--- src/rtl/sine_dac_pkg.sv ---
// sine_dac_pkg: serializer state encoding and default frame geometry for sine_dac_spi.
package sine_dac_pkg;

  typedef enum logic [1:0] {
    IDLE,
    SETUP,
    SHIFT,
    HOLD
  } dac_state_e;

  localparam int unsigned CMD_W_DEF = 8;
  localparam int unsigned DAC_W_DEF = 16;
  localparam int unsigned FRAME_W   = CMD_W_DEF + DAC_W_DEF;

  // Write-and-update command sent ahead of every sample.
  localparam logic [CMD_W_DEF-1:0] CMD_DEF = 8'h30;

endpackage

--- src/rtl/sine_dac_spi_sclk_divider.sv ---
// sclk_divider: one-cycle tick_half pulse every CLK_DIV clocks while en is high;
// the count is held at zero while disabled so every enable starts a fresh period.
module sclk_divider #(
  parameter int unsigned CLK_DIV = 4
) (
  input  logic clk,
  input  logic rst_n,
  input  logic en,
  output logic tick_half
);

  localparam int unsigned CNT_W = (CLK_DIV > 1) ? $clog2(CLK_DIV) : 1;
  localparam logic [CNT_W-1:0] CNT_LAST = CNT_W'(CLK_DIV - 1);

  logic [CNT_W-1:0] cnt_q, cnt_d;

  always_comb begin
    cnt_d = '0;
    if (en && (cnt_q != CNT_LAST)) cnt_d = cnt_q + CNT_W'(1);
  end

  always_ff @(posedge clk) begin
    if (!rst_n) cnt_q <= '0;
    else        cnt_q <= cnt_d;
  end

  assign tick_half = en && (cnt_q == CNT_LAST);

endmodule

--- src/rtl/sine_dac_spi.sv ---
// sine_dac_spi: 1-deep sample buffer feeding a mode-0 SPI DAC serializer ({CMD, sample MSBs}).
// Optional build macro SINE_DAC_OFFSET_BIN_EN: invert the sample MSB on load (offset binary).
module sine_dac_spi
  import sine_dac_pkg::*;
#(
  parameter int unsigned      DATA_W  = 32,
  parameter int unsigned      DAC_W   = FRAME_W - CMD_W_DEF,
  parameter int unsigned      CMD_W   = CMD_W_DEF,
  parameter logic [CMD_W-1:0] CMD     = CMD_DEF,
  parameter int unsigned      CLK_DIV = 4
) (
  input  logic              clk,
  input  logic              rst_n,
  input  logic              in_valid,
  input  logic [DATA_W-1:0] in_data,
  output logic              in_ready,
  output logic              sclk,
  output logic              mosi,
  output logic              cs_n,
  output logic              busy,
  output logic              frame_done,
  output logic              overrun
);

  localparam int unsigned FRAME_LEN = CMD_W + DAC_W;
  localparam int unsigned BIT_W     = $clog2(FRAME_LEN + 1);
  localparam logic [BIT_W-1:0] LAST_BIT = BIT_W'(FRAME_LEN);

  dac_state_e           state_q, state_d;
  logic [DAC_W-1:0]     buf_q, buf_d, sample_in;
  logic                 buf_full_q, buf_full_d;
  logic [FRAME_LEN-1:0] shift_q, shift_d;
  logic [BIT_W-1:0]     bit_cnt_q, bit_cnt_d;
  logic                 sclk_q, sclk_d;
  logic                 cs_n_q, cs_n_d;
  logic                 frame_done_q, frame_done_d;
  logic                 overrun_q, overrun_d;
  logic                 tick_half, div_en, unload, last_bit;
  logic                 unused_lsbs;

`ifdef SINE_DAC_OFFSET_BIN_EN
  assign sample_in = {~in_data[DATA_W-1], in_data[DATA_W-2 -: DAC_W-1]};
`else
  assign sample_in = in_data[DATA_W-1 -: DAC_W];
`endif
  assign unused_lsbs = ^in_data[DATA_W-DAC_W-1:0];

  assign div_en   = (state_q != IDLE);
  assign unload   = (state_q == IDLE) && buf_full_q;
  assign last_bit = (bit_cnt_q == LAST_BIT);

  sclk_divider #(.CLK_DIV(CLK_DIV)) u_sclk_divider (
    .clk      (clk),
    .rst_n    (rst_n),
    .en       (div_en),
    .tick_half(tick_half)
  );

  always_ff @(posedge clk) begin
    if (!rst_n) state_q <= IDLE;
    else        state_q <= state_d;
  end

  always_comb begin
    state_d = state_q;
    case (state_q)
      IDLE:    if (buf_full_q) state_d = SETUP;
      SETUP:   if (tick_half) state_d = SHIFT;
      SHIFT:   if (tick_half && sclk_q && last_bit) state_d = HOLD;
      HOLD:    if (tick_half) state_d = IDLE;
      default: state_d = IDLE;
    endcase
  end

  // A sample arriving in the same cycle the buffer unloads is accepted, not an overrun.
  always_comb begin
    buf_d        = buf_q;
    buf_full_d   = buf_full_q && !unload;
    overrun_d    = overrun_q;
    shift_d      = shift_q;
    bit_cnt_d    = bit_cnt_q;
    sclk_d       = sclk_q;
    cs_n_d       = cs_n_q;
    frame_done_d = 1'b0;
    if (in_valid) begin
      if (!buf_full_q || unload) begin
        buf_d      = sample_in;
        buf_full_d = 1'b1;
      end else begin
        overrun_d = 1'b1;
      end
    end
    case (state_q)
      IDLE: if (buf_full_q) begin
        shift_d   = {CMD, buf_q};
        bit_cnt_d = '0;
        sclk_d    = 1'b0;
        cs_n_d    = 1'b0;
      end
      SHIFT: if (tick_half) begin
        if (!sclk_q) begin
          sclk_d = 1'b1;
          if (!last_bit) bit_cnt_d = bit_cnt_q + BIT_W'(1);
        end else begin
          sclk_d = 1'b0;
          if (!last_bit) shift_d = {shift_q[FRAME_LEN-2:0], 1'b0};
        end
      end
      HOLD: if (tick_half) begin
        cs_n_d       = 1'b1;
        frame_done_d = 1'b1;
      end
      default: ;
    endcase
  end

  always_ff @(posedge clk) begin
    if (!rst_n) begin
      buf_q        <= '0;
      buf_full_q   <= 1'b0;
      overrun_q    <= 1'b0;
      shift_q      <= '0;
      bit_cnt_q    <= '0;
      sclk_q       <= 1'b0;
      cs_n_q       <= 1'b1;
      frame_done_q <= 1'b0;
    end else begin
      buf_q        <= buf_d;
      buf_full_q   <= buf_full_d;
      overrun_q    <= overrun_d;
      shift_q      <= shift_d;
      bit_cnt_q    <= bit_cnt_d;
      sclk_q       <= sclk_d;
      cs_n_q       <= cs_n_d;
      frame_done_q <= frame_done_d;
    end
  end

  // mosi is the shift register MSB, so it only moves on load and on sclk falling edges.
  assign mosi       = shift_q[FRAME_LEN-1];
  assign sclk       = sclk_q;
  assign cs_n       = cs_n_q;
  assign frame_done = frame_done_q;
  assign overrun    = overrun_q;
  assign in_ready   = ~buf_full_q;
  assign busy       = div_en;

endmodule

--- config.mk ---
export PLATFORM = sky130hd
export DESIGN_NAME = sine_dac_spi
export DESIGN_NICKNAME = d
export VERILOG_FILES = /design/src/rtl/sine_dac_pkg.sv /design/src/rtl/sine_dac_spi_sclk_divider.sv /design/src/rtl/sine_dac_spi.sv
export SDC_FILE = /design/constraint.sdc
export NUM_CORES = 1
export LEC_CHECK = 0
export CAP_MARGIN = 25
export CORE_AREA = 2 2 110 80
export CTS_CLUSTER_DIAMETER = 40
export DETAILED_ROUTE_END_ITERATION = 7
export DIE_AREA = 0 0 112 82
export GPL_TIMING_DRIVEN = 0
export PLACE_DENSITY_LB_ADDON = 0.2
export SLEW_MARGIN = 0
export SYNTH_ARGS = -nofsm -noshare
export SYNTH_HDL_FRONTEND = slang
export SYNTH_SLANG_ARGS = --single-unit
export TNS_END_PERCENT = 1
--- constraint.sdc ---
create_clock -name clk -period 3.2 [get_ports clk]
set_input_delay 0.32 -clock clk [delete_from_list [all_inputs] [get_ports clk]]
set_output_delay 0.32 -clock clk [all_outputs]
set_load 0.05 [all_outputs]
---- After elaboration in Yosys (flattened, before gate mapping) ----
Cells that the tools add are included.
Widths: inputs -> output; s select.
word-level totals
  flip-flop bits (word level) ............. 54
  input bits .............................. 35
  output and inout port bits .............. 7
  logic and storage cells ................. 74
cells by class
  add/sub/neg operators ................... 2
  equal/unequal tests ..................... 14
  mux-type cells .......................... 24
  bitwise logic cells ..................... 2
  reductions and logical operators ........ 22
operators with widths
  kind                 count
  $mux 24              4
  $pmux 24 s2          1
  $mux 5               4
  $ne 2x2->1 const B   9
  $pmux 5 s2           1
  $reduce_and 5->1     2
  $mux 2               4
  $pmux 2 s4           1
  $reduce_and 2->1     4
  $mux 1               7
  $eq 2x2->1 const B   3
  $logic_and 1x1->1    6
  $reduce_and 3->1     2
  $reduce_bool 2->1    3
  $add 5x1->5 const B  1
  $eq 5x5->1 const B   1
  $pmux 1 s2           2
  $reduce_and 4->1     1
  $add 2x1->2 const B  1
  $eq 2x1->1 const B   1
  $logic_not 1->1      2
  $logic_not 2->1      1
  $not 1->1            2
  $logic_or 1x1->1     1

---- Logic depth before layout (Yosys ltp) ----
  word-level depth ........................ 6
  mapped depth ............................ 9
  mapped depth without buffers ............ 6

---- Modules after synthesis ----
A second synthesis with hierarchy kept.
unflattened totals
  cells, all modules ...................... 246
  area total of the unflattened synthesis .. 2,378.5 sq um
modules (own cells, without submodules)
  module        instances  cells an instance  area an instance (sq um)  sequential area each (sq um)
  sine_dac_spi  1          240                2,294.7                   1,041.0
  sclk_divider  1          6                  83.8                      40.0

---- Least setup slack after synthesis ----
Ideal clock, no wire load.
  path kind ............................... flip-flop to flip-flop
  start point ............................. register sclk_q, in the netlist sclk
  end point ............................... register shift_q[20]
  library setup time ...................... 0.119 ns
  arrival ................................. 1.649 ns
  data required time ...................... 3.081 ns
  setup slack ............................. 1.432 ns
  stages on the path, launching flop included .. 5
  path buffers ............................ 1
  clock period less this slack ............ 1.768 ns
  cells stage by stage .................... dfxtp_1 > nand2_1 > or3_1 > buf_6 > o221a_1
between the ends
  word-level cells in the longest chain between the ends .. 2
ends and longest elaborated chain
  element                            RTL line             source
  start, declared                    sine_dac_spi.sv:34   logic sclk_q, sclk_d;
  start signal, assigned             sine_dac_spi.sv:133  sclk_q <= sclk_d;
  $ne 2x2->1 (no source line)        --
  $reduce_and 5->1 (no source line)  --
  end signal, assigned               sine_dac_spi.sv:131  shift_q <= shift_d;
  end, declared                      sine_dac_spi.sv:32   logic [FRAME_LEN-1:0] shift_q, shift_d;
Every way passes these cells.
A chain may end at the register's enable or synchronous reset.

---- Worst setup path after layout ----
  start point ............................. register state_q[0]
  end point ............................... output port busy
between the ends
  word-level cells in the longest chain between the ends .. 1
ends and longest elaborated chain
  element                 RTL line            source
  start, declared         sine_dac_spi.sv:29  dac_state_e state_q, state_d;
  start signal, assigned  sine_dac_spi.sv:61  else state_q <= state_d;
  $reduce_bool 2->1       sine_dac_spi.sv:48  assign div_en = (state_q != IDLE);
  end, declared           sine_dac_spi.sv:20  output logic busy,
Every way passes these cells.

==> impl_metrics.py <==
metrics = {
    "outcome": {
        "status": "complete, no violations",
    },
    "sta": {
        "finalSetupTns_ps": 0,
        "clock_skew_ps": 3.325,
        "setup_slack_ps": 857.5,
        "relSlewSlack_pct": 62.00,
        "setup_viol": 0,
        "hold_viol": 0,
        "tightestPinTransition_ps": 570.0,
        "fmax_ghz": 0.4269,
        "slew_violations": 0,
        "finalHoldWorstSlack_ps": 436.2,
        "fin_crit_sh_pct": 73.20,
        "rsz0062_at_grt": "no",
        "min_period_ps": 2342,
    },
    "clock_network": {
        "cts_buffers": 5,
        "postCtsSetupBuffers": 0,
        "clkSlewWorstSetupHoldPaths_ps": 70,
        "cts_tree": "done",
        "clkLatencyLatePin_ps": 290,
        "hold_buffers": 0,
        "htreeDepth": 2,
        "root_buffer": "clkbuf_16",
        "cts_resized": 0,
        "cts.sinks": 54,
        "clockBufferDepth": 2,
    },
    "yosys": {
        "yosysWarnings": 0,
        "ys_seq_area_share_pct": 45.19,
        "synth.area.top_cells": "dfxtp_1 (45%), nand2_1 (10%), mux2i_1 (6.3%), o211a_1 (5.9%), ha_1 (4.2%)",
        "ys.flop_type": "dfxtp_1",
        "synth_top_cell_by_area": "dfxtp_1",
        "synth_area_per_cell_um2": 9.309,
        "synth_area_um2": 2392,
        "synthDistinctLibCells": 38,
        "syn_inst": 257,
        "synth_nets": 300,
        "synth_edf_count": 0,
        "synth_top_cell_area_share_pct": 45.19,
        "synth-seq-cells": 54,
        "async_flop_share_pct": 0,
    },
    "setup_path": {
        "r2r_cells": 7,
        "critPathMaxFanout": 10,
        "critPathRequiredTime_ps": 2880,
        "critPathLaunch": "state_q[0]",
        "r2r_slack_ps": 1230,
        "endpoint": "busy",
        "arrival_ps": 2020,
        "critPathKind": "flop to output pin",
        "start_kind": "flop",
        "r2r-start": "state_q[0]",
        "timing.rr.end": "buf_q[14]",
        "end_kind": "output pin",
    },
    "route": {
        "wl_um": 5172,
        "wl_per_cell_um": 13.13,
        "first_pass_iters": 5,
        "drc": 0,
        "ant_nets": 0,
        "first_iter_violations": 71,
        "viasPerCell": 4.637,
        "routed-via-count": 1827,
    },
    "global_routing": {
        "grt_start_max_net_pins": 17,
        "grt_pass1_vias": 1705,
        "grt_pass1_wl_um": 8576,
        "grt_use_total_pct": 11.83,
        "overflow": 0,
        "antenna_found_initial": 0,
    },
    "layout": {
        "stdcell_count": 394,
        "seqCellArea_um2": 1081,
        "diodes": 0,
        "utilization_pct": 35.74,
        "multiInputGateArea_um2": 1187,
        "layout_commonest_cell": "nand2_1",
        "layout_common_cells": "nand2_1 (65), dfxtp_1 (54), clkdlybuf4s50_1 (24)",
        "nets": 331,
        "design_area_um2": 2930,
        "syn2layout_area_growth_pct": 22.49,
        "fillCellCount": 902,
        "drive_gt1_share_pct": 8.304,
    },
    "die": {
        "die_y_um": 82,
        "die_w_um": 112,
        "start_util_pct": 29.18,
        "io_pins": 42,
        "rows": 28,
        "dieArea_um2": 9184,
        "coreArea_um2": 8198,
    },
    "min_path": {
        "min_path_type": "flop to flop",
    },
    "power": {
        "powerDensity_nw_per_um2": 704.2,
        "ir_drop_mv": 0.3164,
        "p_leak_nw": 1.183,
        "finalPower_mw": 2.064,
    },
    "placement": {
        "dp.cells": 386,
        "routabilityCongestion": 0.7354,
        "placed_cell_area_um2": 2764,
        "dp_slack_ps": 1163,
        "hpwl_um": 3732,
        "io_buffers": 24,
    },
    "run": {
        "max-cap-violations": 0,
    },
}
==> synth_stat cells (3+ instances only) <==
cell / number
o21ai_0: 3
clkbuf_1: 9
o22ai_1: 7
inv_1: 6
dfxtp_1: 54
a21boi_0: 12
a21oi_1: 4
mux2i_1: 15
buf_2: 6
o21a_1: 4
nor3_1: 3
nor2_1: 4
ha_1: 8
nand2_1: 65
nand3_1: 6
nor2b_1: 4
o211a_1: 14
a21boi_1: 7
==> state kept, by name (all words and copies together) (netlist names) <==
name / flops
bit_cnt_q: 5
frame_done: 1
state_q: 2
buf_full_q: 1
cs_n: 1
shift_q: 24
sclk: 1
buf_q: 16
u_sclk_divider.cnt_q: 2
overrun: 1
==> worst min path at each step <==
stage	start	to	cells after the start
finish	u_sclk_divider.cnt_q[0]	u_sclk_divider.cnt_q[0]	1
global route	u_sclk_divider.cnt_q[0]	u_sclk_divider.cnt_q[0]	1
CTS	u_sclk_divider.cnt_q[0]	u_sclk_divider.cnt_q[0]	1
detailed placement	u_sclk_divider.cnt_q[0]	u_sclk_divider.cnt_q[0]	1
global placement	u_sclk_divider.cnt_q[0]	u_sclk_divider.cnt_q[0]	1
floorplan	u_sclk_divider.cnt_q[0]	u_sclk_divider.cnt_q[0]	1
==> worst max-delay path, cell delays in order (launching register included) <==
cell,delay (ps)
dfxtp_1,380
inv_1,100
ha_1,190
buf_2,180
inv_1,80
clkdlybuf4s50_1,790
==> cells by family after synthesis <==
| family | share of synthesized area, % |
|---|---|
| AOI/OAI and AO/OA | 19.98 |
| adders and majority gates | 4.184 |
| buffers and inverters | 5.177 |
| DFF | 45.19 |
| muxes | 6.747 |
| and+or+nand+nor | 18.72 |
==> metal layers <==
layer / share of wire, % / GRT usage [%]
met2: 41 / 17.27
met1: 56 / 17.03
met5: 0 / 0
met4: 0.25 / 2.195
met3: 3.6 / 3.985
==> cell type report <==
| type | instances | share of cell area (%) |
|---|---|---|
| sequential | 54 | 36.89 |
| clock inverter | 2 | 1.281 |
| clock buffer | 6 | 4.398 |
| inverter | 6 | 0.7686 |
| buffer | 19 | 3.459 |
| multi-input combinational | 178 | 40.52 |
| tap | 105 | 4.483 |
| timing repair buffer | 24 | 8.198 |
==> power breakdown <==
part           total [mW]  switching [mW]  internal [mW]
registers           0.829          0.0567          0.772
clock network       0.612           0.242          0.370
logic               0.623           0.365          0.258
total                2.06           0.664           1.40
Note: power is estimated with default switching activity, not from simulation.
